File: src/rtl/mpi_pkg.sv
// Shared constants and state type for the DDR write-side packer and the
// read-side element splitter.
package mpi_pkg;
    localparam int WORD_W = 512;   // memory word width
    localparam int ELEM_W = 16;    // element width
    localparam int SIZE_W = 16;    // message element-count width

    typedef enum logic [1:0] {
        IDLE = 2'd0,
        PACK = 2'd1,
        HOLD = 2'd2
    } comb_state_t;
endpackage

File: src/rtl/combiner_if.sv
// Input beat stream plus packed output word stream of the combiner.
// The combiner uses the slave view; the producer/consumer side uses master.
interface combiner_if #(
    parameter int P = 1
);
    import mpi_pkg::*;

    logic [ELEM_W*P-1:0] idata;
    logic                ivalid;
    logic                istart;
    logic                ilast;
    logic                iready;
    logic [WORD_W-1:0]   wdata;
    logic                wvalid;
    logic                wlast;
    logic                wready;
    logic [SIZE_W-1:0]   msize;
    logic                msvalid;

    modport slave (
        input  idata, ivalid, istart, ilast, wready,
        output iready, wdata, wvalid, wlast, msize, msvalid
    );

    modport master (
        output idata, ivalid, istart, ilast, wready,
        input  iready, wdata, wvalid, wlast, msize, msvalid
    );
endinterface

File: src/rtl/word_outreg.sv
// Single-entry output register for packed words. It can accept a new word
// in the same cycle the current one is taken downstream.
module word_outreg
    import mpi_pkg::*;
(
    input  logic              clk,
    input  logic              srst,
    input  logic              i_load,
    input  logic [WORD_W-1:0] i_data,
    input  logic              i_last,
    input  logic              i_ready,
    output logic              o_valid,
    output logic [WORD_W-1:0] o_data,
    output logic              o_last,
    output logic              o_free
);
    logic              r_valid;
    logic [WORD_W-1:0] r_data;
    logic              r_last;

    // Load a new word, or empty the register once the current word is taken.
    always_ff @(posedge clk) begin
        if (srst) begin
            r_valid <= 1'b0;
            r_data  <= '0;
            r_last  <= 1'b0;
        end else if (i_load) begin
            r_valid <= 1'b1;
            r_data  <= i_data;
            r_last  <= i_last;
        end else if (i_ready) begin
            r_valid <= 1'b0;
        end
    end

    assign o_free  = !r_valid || i_ready;
    assign o_valid = r_valid;
    assign o_data  = r_data;
    assign o_last  = r_last;
endmodule

File: src/rtl/combiner.sv
// Packs P 16-bit elements per beat into 512-bit write words, MSB lane
// first, and reports the element count of every completed message.
module combiner
    import mpi_pkg::*;
#(
    parameter int P = 1
) (
    input  logic     ui_clk,
    input  logic     reset,
    combiner_if.slave bus
);
    localparam int DW     = ELEM_W * P;
    localparam int LANES  = WORD_W / DW;
    localparam int LCNT_W = $clog2(LANES) + 1;

    comb_state_t       r_state, w_state_next;
    logic [WORD_W-1:0] r_acc, w_acc_next;
    logic [LCNT_W-1:0] r_lane, w_lane_next;
    logic [SIZE_W-1:0] r_elem, w_elem_next;
    logic [SIZE_W-1:0] r_msize, w_msize_next;
    logic              r_msvalid, w_msvalid_next;
    logic              r_hold_last, w_hold_last_next;
    logic              r_iready;

    logic              w_take;
    logic [WORD_W-1:0] w_acc_base;
    logic [WORD_W-1:0] w_acc_wr;
    logic [LCNT_W-1:0] w_lane_idx;
    logic [SIZE_W-1:0] w_elem_sum;
    logic              w_word_done;
    logic              w_load;
    logic [WORD_W-1:0] w_load_data;
    logic              w_load_last;
    logic              w_free;
    logic              w_wvalid;
    logic [WORD_W-1:0] w_wdata;
    logic              w_wlast;

    // A start beat always opens a fresh word (also aborting a message in
    // progress); other beats only count while a message is open.
    assign w_take      = bus.ivalid && r_iready && (bus.istart || r_state == PACK);
    assign w_acc_base  = bus.istart ? '0 : r_acc;
    assign w_lane_idx  = bus.istart ? '0 : r_lane;
    assign w_elem_sum  = (bus.istart ? '0 : r_elem) + SIZE_W'(P);
    assign w_word_done = (w_lane_idx == LCNT_W'(LANES - 1)) || bus.ilast;

    // Accumulator with the current beat dropped into its lane.
    genvar gi;
    generate
        for (gi = 0; gi < LANES; gi++) begin : g_lane
            assign w_acc_wr[WORD_W-1-DW*gi -: DW] =
                (w_lane_idx == LCNT_W'(gi)) ? bus.idata
                                            : w_acc_base[WORD_W-1-DW*gi -: DW];
        end
    endgenerate

    // Next-state, accumulator and output-register load decisions.
    always_comb begin
        w_state_next     = r_state;
        w_acc_next       = r_acc;
        w_lane_next      = r_lane;
        w_elem_next      = r_elem;
        w_msize_next     = r_msize;
        w_msvalid_next   = 1'b0;
        w_hold_last_next = r_hold_last;
        w_load           = 1'b0;
        w_load_data      = r_acc;
        w_load_last      = r_hold_last;
        case (r_state)
            IDLE, PACK: begin
                if (w_take) begin
                    if (w_word_done) begin
                        w_lane_next = '0;
                        if (w_free) begin
                            w_load      = 1'b1;
                            w_load_data = w_acc_wr;
                            w_load_last = bus.ilast;
                            w_acc_next  = '0;
                            if (bus.ilast) begin
                                w_msize_next   = w_elem_sum;
                                w_msvalid_next = 1'b1;
                                w_elem_next    = '0;
                                w_state_next   = IDLE;
                            end else begin
                                w_elem_next  = w_elem_sum;
                                w_state_next = PACK;
                            end
                        end else begin
                            // Output register busy: park the word in acc.
                            w_acc_next       = w_acc_wr;
                            w_elem_next      = w_elem_sum;
                            w_hold_last_next = bus.ilast;
                            w_state_next     = HOLD;
                        end
                    end else begin
                        w_acc_next   = w_acc_wr;
                        w_lane_next  = w_lane_idx + 1'b1;
                        w_elem_next  = w_elem_sum;
                        w_state_next = PACK;
                    end
                end
            end
            HOLD: begin
                if (w_free) begin
                    w_load     = 1'b1;
                    w_acc_next = '0;
                    if (r_hold_last) begin
                        w_msize_next   = r_elem;
                        w_msvalid_next = 1'b1;
                        w_elem_next    = '0;
                        w_state_next   = IDLE;
                    end else begin
                        w_state_next = PACK;
                    end
                end
            end
            default: w_state_next = IDLE;
        endcase
    end

    // State and counter registers; iready is registered from the next state
    // so it never depends combinationally on wready.
    always_ff @(posedge ui_clk) begin
        if (reset) begin
            r_state     <= IDLE;
            r_acc       <= '0;
            r_lane      <= '0;
            r_elem      <= '0;
            r_msize     <= '0;
            r_msvalid   <= 1'b0;
            r_hold_last <= 1'b0;
            r_iready    <= 1'b0;
        end else begin
            r_state     <= w_state_next;
            r_acc       <= w_acc_next;
            r_lane      <= w_lane_next;
            r_elem      <= w_elem_next;
            r_msize     <= w_msize_next;
            r_msvalid   <= w_msvalid_next;
            r_hold_last <= w_hold_last_next;
            r_iready    <= (w_state_next != HOLD);
        end
    end

    word_outreg u_outreg (
        .clk     (ui_clk),
        .srst    (reset),
        .i_load  (w_load),
        .i_data  (w_load_data),
        .i_last  (w_load_last),
        .i_ready (bus.wready),
        .o_valid (w_wvalid),
        .o_data  (w_wdata),
        .o_last  (w_wlast),
        .o_free  (w_free)
    );

    assign bus.iready  = r_iready;
    assign bus.wvalid  = w_wvalid;
    assign bus.wdata   = w_wdata;
    assign bus.wlast   = w_wlast;
    assign bus.msize   = r_msize;
    assign bus.msvalid = r_msvalid;
endmodule

File: src/flat_wrapper.sv
// flat-port wrapper written by rule: the top's interface ports become plain ports
module combiner_flat import mpi_pkg::*;
#(
    parameter int P = 1
)
  (ui_clk, reset, bus_idata, bus_ivalid, bus_istart, bus_ilast, bus_wready, bus_iready, bus_wdata, bus_wvalid, bus_wlast, bus_msize, bus_msvalid);
  combiner_if #(.P(P)) bus_i ();
  input  logic ui_clk;
  input  logic reset;
  input wire logic [$bits(bus_i.idata)-1:0] bus_idata;
  input wire logic [$bits(bus_i.ivalid)-1:0] bus_ivalid;
  input wire logic [$bits(bus_i.istart)-1:0] bus_istart;
  input wire logic [$bits(bus_i.ilast)-1:0] bus_ilast;
  input wire logic [$bits(bus_i.wready)-1:0] bus_wready;
  output wire logic [$bits(bus_i.iready)-1:0] bus_iready;
  output wire logic [$bits(bus_i.wdata)-1:0] bus_wdata;
  output wire logic [$bits(bus_i.wvalid)-1:0] bus_wvalid;
  output wire logic [$bits(bus_i.wlast)-1:0] bus_wlast;
  output wire logic [$bits(bus_i.msize)-1:0] bus_msize;
  output wire logic [$bits(bus_i.msvalid)-1:0] bus_msvalid;
  assign bus_i.idata = bus_idata;
  assign bus_i.ivalid = bus_ivalid;
  assign bus_i.istart = bus_istart;
  assign bus_i.ilast = bus_ilast;
  assign bus_i.wready = bus_wready;
  assign bus_iready = bus_i.iready;
  assign bus_wdata = bus_i.wdata;
  assign bus_wvalid = bus_i.wvalid;
  assign bus_wlast = bus_i.wlast;
  assign bus_msize = bus_i.msize;
  assign bus_msvalid = bus_i.msvalid;
  combiner #(.P(P)) u_core (.ui_clk(ui_clk), .reset(reset), .bus(bus_i));
endmodule
File: config.mk
export PLATFORM = sky130hd
export DESIGN_NAME = combiner_flat
export DESIGN_NICKNAME = d
export VERILOG_FILES = /design/src/rtl/mpi_pkg.sv /design/src/rtl/combiner_if.sv /design/src/rtl/word_outreg.sv /design/src/rtl/combiner.sv /design/src/flat_wrapper.sv
export SDC_FILE = /design/constraint.sdc
export NUM_CORES = 2
export LEC_CHECK = 0
export ABC_AREA = 1
export BUFFER_PORTS_ARGS = -buffer_cell sky130_fd_sc_hd__buf_2
export CELL_PAD_IN_SITES_DETAIL_PLACEMENT = 0
export CELL_PAD_IN_SITES_GLOBAL_PLACEMENT = 1
export CORE_MARGIN = 1.5
export CORE_UTILIZATION = 25
export CTS_CLUSTER_SIZE = 30
export DETAILED_ROUTE_END_ITERATION = 16
export PLACE_DENSITY = 0.5
export SYNTH_ARGS = -nofsm -noshare
export SYNTH_HDL_FRONTEND = slang
export SYNTH_SLANG_ARGS = --single-unit
File: constraint.sdc
create_clock -name ui_clk -period 4.3 [get_ports ui_clk]
set_input_delay 0.215 -clock ui_clk [delete_from_list [all_inputs] [get_ports ui_clk]]
set_output_delay 0.215 -clock ui_clk [all_outputs]
set_load 0.01 [all_outputs]
Yosys cells after proc, flatten, opt, wreduce, memory -nomap -nowiden:

Cells that the tools add are included.

* register bits after elaboration: 1069
* logic and storage cells: 153
* input port bits: 22
* output and inout port bits: 532

* equality and inequality tests: 40
* bitwise logic cells: 1
* multiplexer cells: 83
* reduce and logical (&&, ||, !) cells: 16
* $add $sub $neg: 2

Operators with widths (count)
* $mux 512: 9
* $pmux 512 s2: 1
* $mux 16: 45
* $eq 6x5->1 const B: 16
* $pmux 16 s2: 2
* $eq 6x4->1 const B: 8
* $eq 6x3->1 const B: 4
* $mux 1: 17
* $add 16x1->16 const B: 1
* $eq 6x2->1 const B: 2
* $mux 6: 2
* $mux 2: 4
* $ne 2x2->1 const B: 4
* $reduce_and 4->1: 2
* $reduce_and 7->1: 1
* $add 6x1->6 const B: 1
* $eq 6x1->1 const B: 1
* $logic_not 6->1: 1
* $ne 2x1->1 const B: 3
* $pmux 1 s2: 2
* $pmux 2 s2: 1
* $reduce_bool 2->1: 2
* $logic_or 1x1->1: 3
* $reduce_and 3->1: 1
* other kinds (8): 9

Logic depth before layout (Yosys ltp):

* depth in word-level cells: 7
* depth in mapped cells: 17
* mapped depth without buffers: 13

By module:

Synthesis repeated with hierarchy kept, for this count alone.

* cells, all modules: 7776
* area, all modules: 50136.8 µm²

By module, submodules not included
* combiner: cells an instance 5549, area each 32343.5 µm², seq. area each 11110.7 µm², instances 1
* word_outreg: cells an instance 2227, area each 17793.3 µm², seq. area each 10289.9 µm², instances 1

Least setup slack after synthesis:

No wires, ideal clock.

* path kind: input port to flip-flop
* start: input bus_istart
* end: register u_core.u_outreg.r_data[150], in the netlist u_core.u_outreg.o_data[150]
* path buffers: 5
* arrival: 2.642 ns
* stages on the path: 17
* setup slack: 1.549 ns
* data required time: 4.191 ns
* cell sequence: buf_4 -> clkbuf_1 -> clkbuf_1 -> nor2_1 -> inv_1 -> ha_1 -> clkbuf_1 -> inv_1 -> nor2_1 -> nand2_1 -> clkbuf_1 -> nand2_1 -> nand2_1 -> nand3_1 -> nand3_1 -> nand2_1 -> inv_1

* longest elaborated chain between the ends: 7

Ends and longest elaborated chain
* start: declaration: RTL line flat_wrapper.sv:12 `input wire logic [$bits(bus_i.istart)-1:0] bus_istart;`
* $mux 6: RTL line combiner.sv:43 `assign w_lane_idx = bus.istart ? '0 : r_lane;`
* $eq 6x5->1: RTL line combiner.sv:52 `(w_lane_idx == LCNT_W'(gi)) ? bus.idata`
* $mux 16: RTL line combiner.sv:52
* $mux 512: RTL line combiner.sv:74 `if (w_free) begin`
* $mux 512: RTL line combiner.sv:72 `if (w_word_done) begin`
* $mux 512: RTL line combiner.sv:71 `if (w_take) begin`
* $mux 512: RTL line combiner.sv:69 `case (r_state)`
* end signal: assignment: RTL line word_outreg.sv:29 `r_data <= i_data;`
* end: declaration: RTL line word_outreg.sv:18 `logic [WORD_W-1:0] r_data;`

Parallel ways exist; a longest one is shown, timed or not.
A chain may end at the register's enable or synchronous reset.

Final worst setup path:

* start: register u_core.r_lane[3]
* end: register u_core.u_outreg.r_data[350], in the netlist u_core.u_outreg.o_data[350]

* longest elaborated chain between the ends: 7

Ends and longest elaborated chain
* start: declaration: RTL line combiner.sv:18 `logic [LCNT_W-1:0] r_lane, w_lane_next;`
* start signal: assignment: RTL line combiner.sv:136 `r_lane <= w_lane_next;`
* $mux 6 *: RTL line combiner.sv:43
* $eq 6x4->1: RTL line combiner.sv:52
* $mux 16: RTL line combiner.sv:52
* $mux 512: RTL line combiner.sv:74
* $mux 512: RTL line combiner.sv:72
* $mux 512: RTL line combiner.sv:71
* $mux 512: RTL line combiner.sv:69

Every way passes the cells marked *; elsewhere a longest branch is shown, timed or not.

==> metrics.txt <==
synth unique cells=32; CTS tree=built; Setup crit end kind=register; Min Hold Slack=0.0872 ns; PwrDens=350 nW/um2; Detail Route Antenna Nets=0; pin count of the biggest net entering global routing=173; post-synthesis sequential area ratio=34.7%; Least-Margin Pin Slew=1.17 ns; Clock Skew=0.0319 ns; die area=250,000 um2; setup TNS=0 ns; Post-Syn Area=61,700 um2; max-cap violation count=0; Worst Hold Class=in2reg; starting density of the core=25.1%; Final Util=29.2%; max_slew headroom=22.3%; fmax=0.278 GHz; start point of the critical path=u_core.r_lane[3]$_SDFFE_PP0P_; R2R cell count=11; crit-path cells=inv_1 > nor2_1 > nand2_1 > nor2_4 > nand2_1 > nand2_1 > nand2_1 > nand3_1 > nand3_1 > nand2_1 > inv_1; most frequent cells in the layout=3,797 x nand2_1, 1,552 x inv_1, 1,352 x nand3_1, 1,069 x dfxtp_1, 561 x a21oi_1; IR Drop Worst-Case VDD=341 uV; clk buf depth=3; minimum clock period=3.60 ns; DR vias/cell=4.70; most common cell after layout, fill and taps aside=nand2_1; Sw Ratio=28.3%; Die Span Y=500 um; Routed WL per cell=21.0 um; Worst Path Max Fanout=19; total core area=246,000 um2; Syn Inst Count=10,400; layout cells sized above 1=9.14%; Critical Path AT=4.33 ns; Clk pwr share=50.2%; CP max-delay cell=nand2_1; Die X=500 um; Yosys reg bits=1,069; Internal Pwr Total=0.0180 W; RD Place Congestion=0.758; Synth Area per Inst=5.92 um2; Tcrit/Tclk final=83.8%; Psw=0.00711 W; reg2reg end=u_core.u_outreg.o_data[350]$_SDFFE_PP0P_; status=complete, no violations; drt total wl=290,000 um; clock root buffer=clkbuf_16; DRT iter0 DRCs=5,595; All-Layer GR Usage=22.4%; Vias=64,900; area occupied by registers=21,400 um2; Mapped Nets=10,400; final hold vios=0; crit-path max cell delay=0.70 ns; Reg2Reg Setup Slack=0.70 ns; Sequential Power Share=40.9%; worst skew pair latency=0.84 ns; grt total ovfl=0; Yosys Warn Count=0; Post-CTS Setup Inserts=0; fillers=27,200; reg2reg start=u_core.r_lane[3]$_SDFFE_PP0P_; Post-synth EDFFs=0; Final Slew Violations=0; CTS sink count=1,069; H-tree Lvls=4; Startpoint Class=register; post-DP HPWL=163,000 um; ys async rst share=0%; total CTS buffers=148; initial antenna violation count=11; vias in the first global route=60,900; Setup CP Type=reg2reg; final net count=10,500; area of the multi-input gates=31,100 um2; Buffers on Ports=553; io pins=554; Pre-Repair DR Iteration Count=5; post-route DRC violation count=0; crit path to=u_core.u_outreg.o_data[350]$_SDFFE_PP0P_; Area Growth Syn to Fin=16.4%; most used cell, CP=nand2_1; leak pwr=35.8 nW; final setup vio count=0; clock-pin slew on the worst setup and hold paths=0.06 ns; Top FF cell, synth=dfxtp_1; Power Total=0.0251 W; critical path required time=5.03 ns; first-pass GRT wire length=426,000 um; row count=182; RSZ-0062 raised after global routing=false; Gate power share=8.9%
## area by class of cell
| cell class | count | share of cell area [%] |
|---|---|---|
| multi-input cells | 6969 | 43.3 |
| flip-flops and latches | 1069 | 29.8 |
| inverters | 1561 | 8.19 |
| repair buffers | 719 | 6.39 |
| clock buffers | 227 | 6.09 |
| well taps | 3220 | 5.61 |
| clock inverters | 33 | 0.631 |
| diodes | 4 | 0.0139 |
## repair_timing
item / in CTS / in global routing
resized for setup: 0 / 0
endpoints found under the hold margin: 71 / 0
hold buffers: 6 / 0
setup endpoints to repair: 0 / 0
## kinds of logic after synthesis
logic type,Yosys count,synth area share [%]
and+or+nand+nor,6337,44.9
buffers and inverters,2384,15.2
DFF,1069,34.7
AOI/OAI and AO/OA,625,5.10
adders and majority gates,5,0.101
xor gates and xnor gates,2,0.0284
## Yosys cell counts, types with 4 or more instances
| cell | instances | area share (%) |
|---|---|---|
| nor2_1 | 550 | 3.3 |
| o21ai_1 | 14 | 0.11 |
| nor2_2 | 8 | 0.081 |
| dfxtp_1 | 1069 | 35 |
| nand3b_1 | 512 | 6.2 |
| buf_1 | 69 | 0.42 |
| buf_4 | 8 | 0.097 |
| buf_2 | 294 | 2.4 |
| inv_2 | 6 | 0.036 |
| inv_1 | 1553 | 9.4 |
| nand4_1 | 104 | 1.1 |
| nor3_1 | 4 | 0.032 |
| o21ai_0 | 42 | 0.34 |
| ha_1 | 5 | 0.10 |
| nand2_1 | 3799 | 23 |
| a21oi_1 | 561 | 4.6 |
| clkbuf_1 | 451 | 2.7 |
| nand3_1 | 1353 | 11 |
## critical path, delay by kind of cell (launching register included)
kind,cells,cell delay [ns]
simple gates,9,2.90
flops,1,0.44
buf+inv,2,0.16
## per-layer routing
layer | vias to the layer above | track usage [%] | part of all wire, %
li1 | 32000 | - | -
met1 | 30700 | 31.5 | 47
met2 | 1892 | 35.8 | 45
met3 | 305 | 2.83 | 5.0
met4 | 2 | 5.78 | 2.3
met5 | - | 0 | 0.0045
## registers in the layout (all words and copies together), names as in the netlist
signal	flops
u_core.r_elem	16
u_core.r_state	2
u_core.bus.msize	16
u_core.r_hold_last	1
u_core.u_outreg.o_valid	1
u_core.bus.msvalid	1
u_core.r_lane	6
u_core.r_acc	512
u_core.u_outreg.o_data	512
u_core.bus.iready	1
u_core.u_outreg.o_last	1
## power groups by stage
stage / clock network [W] / logic [W] / registers (W)
after floorplan: 0 / 0.00114 / 0.0105
after global placement: 0 / 0.00225 / 0.0105
after detailed placement: 0 / 0.00225 / 0.0105
after CTS: 0.0130 / 0.00227 / 0.0103
after global routing: 0.0134 / 0.00242 / 0.0103
final: 0.0126 / 0.00222 / 0.0103
## through the flow
step / cells / worst slack (ns) / instance area (um2)
global route: 13800 / 0.388 / 71800
detailed placement: 13500 / 0.644 / 66900
CTS: 13800 / 0.678 / 71800
global placement: 13500 / 0.598 / 66900
finish: 13800 / 0.698 / 71800
floorplan: 10400 / 1.55 / 61700
## worst min path at each step
| stage | startpoint | endpoint | slack, ns | cells past startpoint |
|---|---|---|---|---|
| after global placement | u_core.r_lane[1]$_SDFFE_PP0P_ | u_core.r_lane[1]$_SDFFE_PP0P_ | 0.46 | 2 |
| after detailed placement | u_core.r_lane[0]$_SDFFE_PP0P_ | u_core.r_lane[0]$_SDFFE_PP0P_ | 0.46 | 2 |
| after global routing | bus_idata[5] | u_core.r_acc[293]$_SDFFE_PP0P_ | 0.06 | 5 |
| final | bus_idata[13] | u_core.r_acc[301]$_SDFFE_PP0P_ | 0.09 | 5 |
| after floorplan | bus_ilast | u_core.r_hold_last$_SDFFE_PP0P_ | 0.36 | 2 |
| after CTS | bus_idata[13] | u_core.r_acc[285]$_SDFFE_PP0P_ | 0.01 | 5 |
Power figures use the tool's default switching activity.
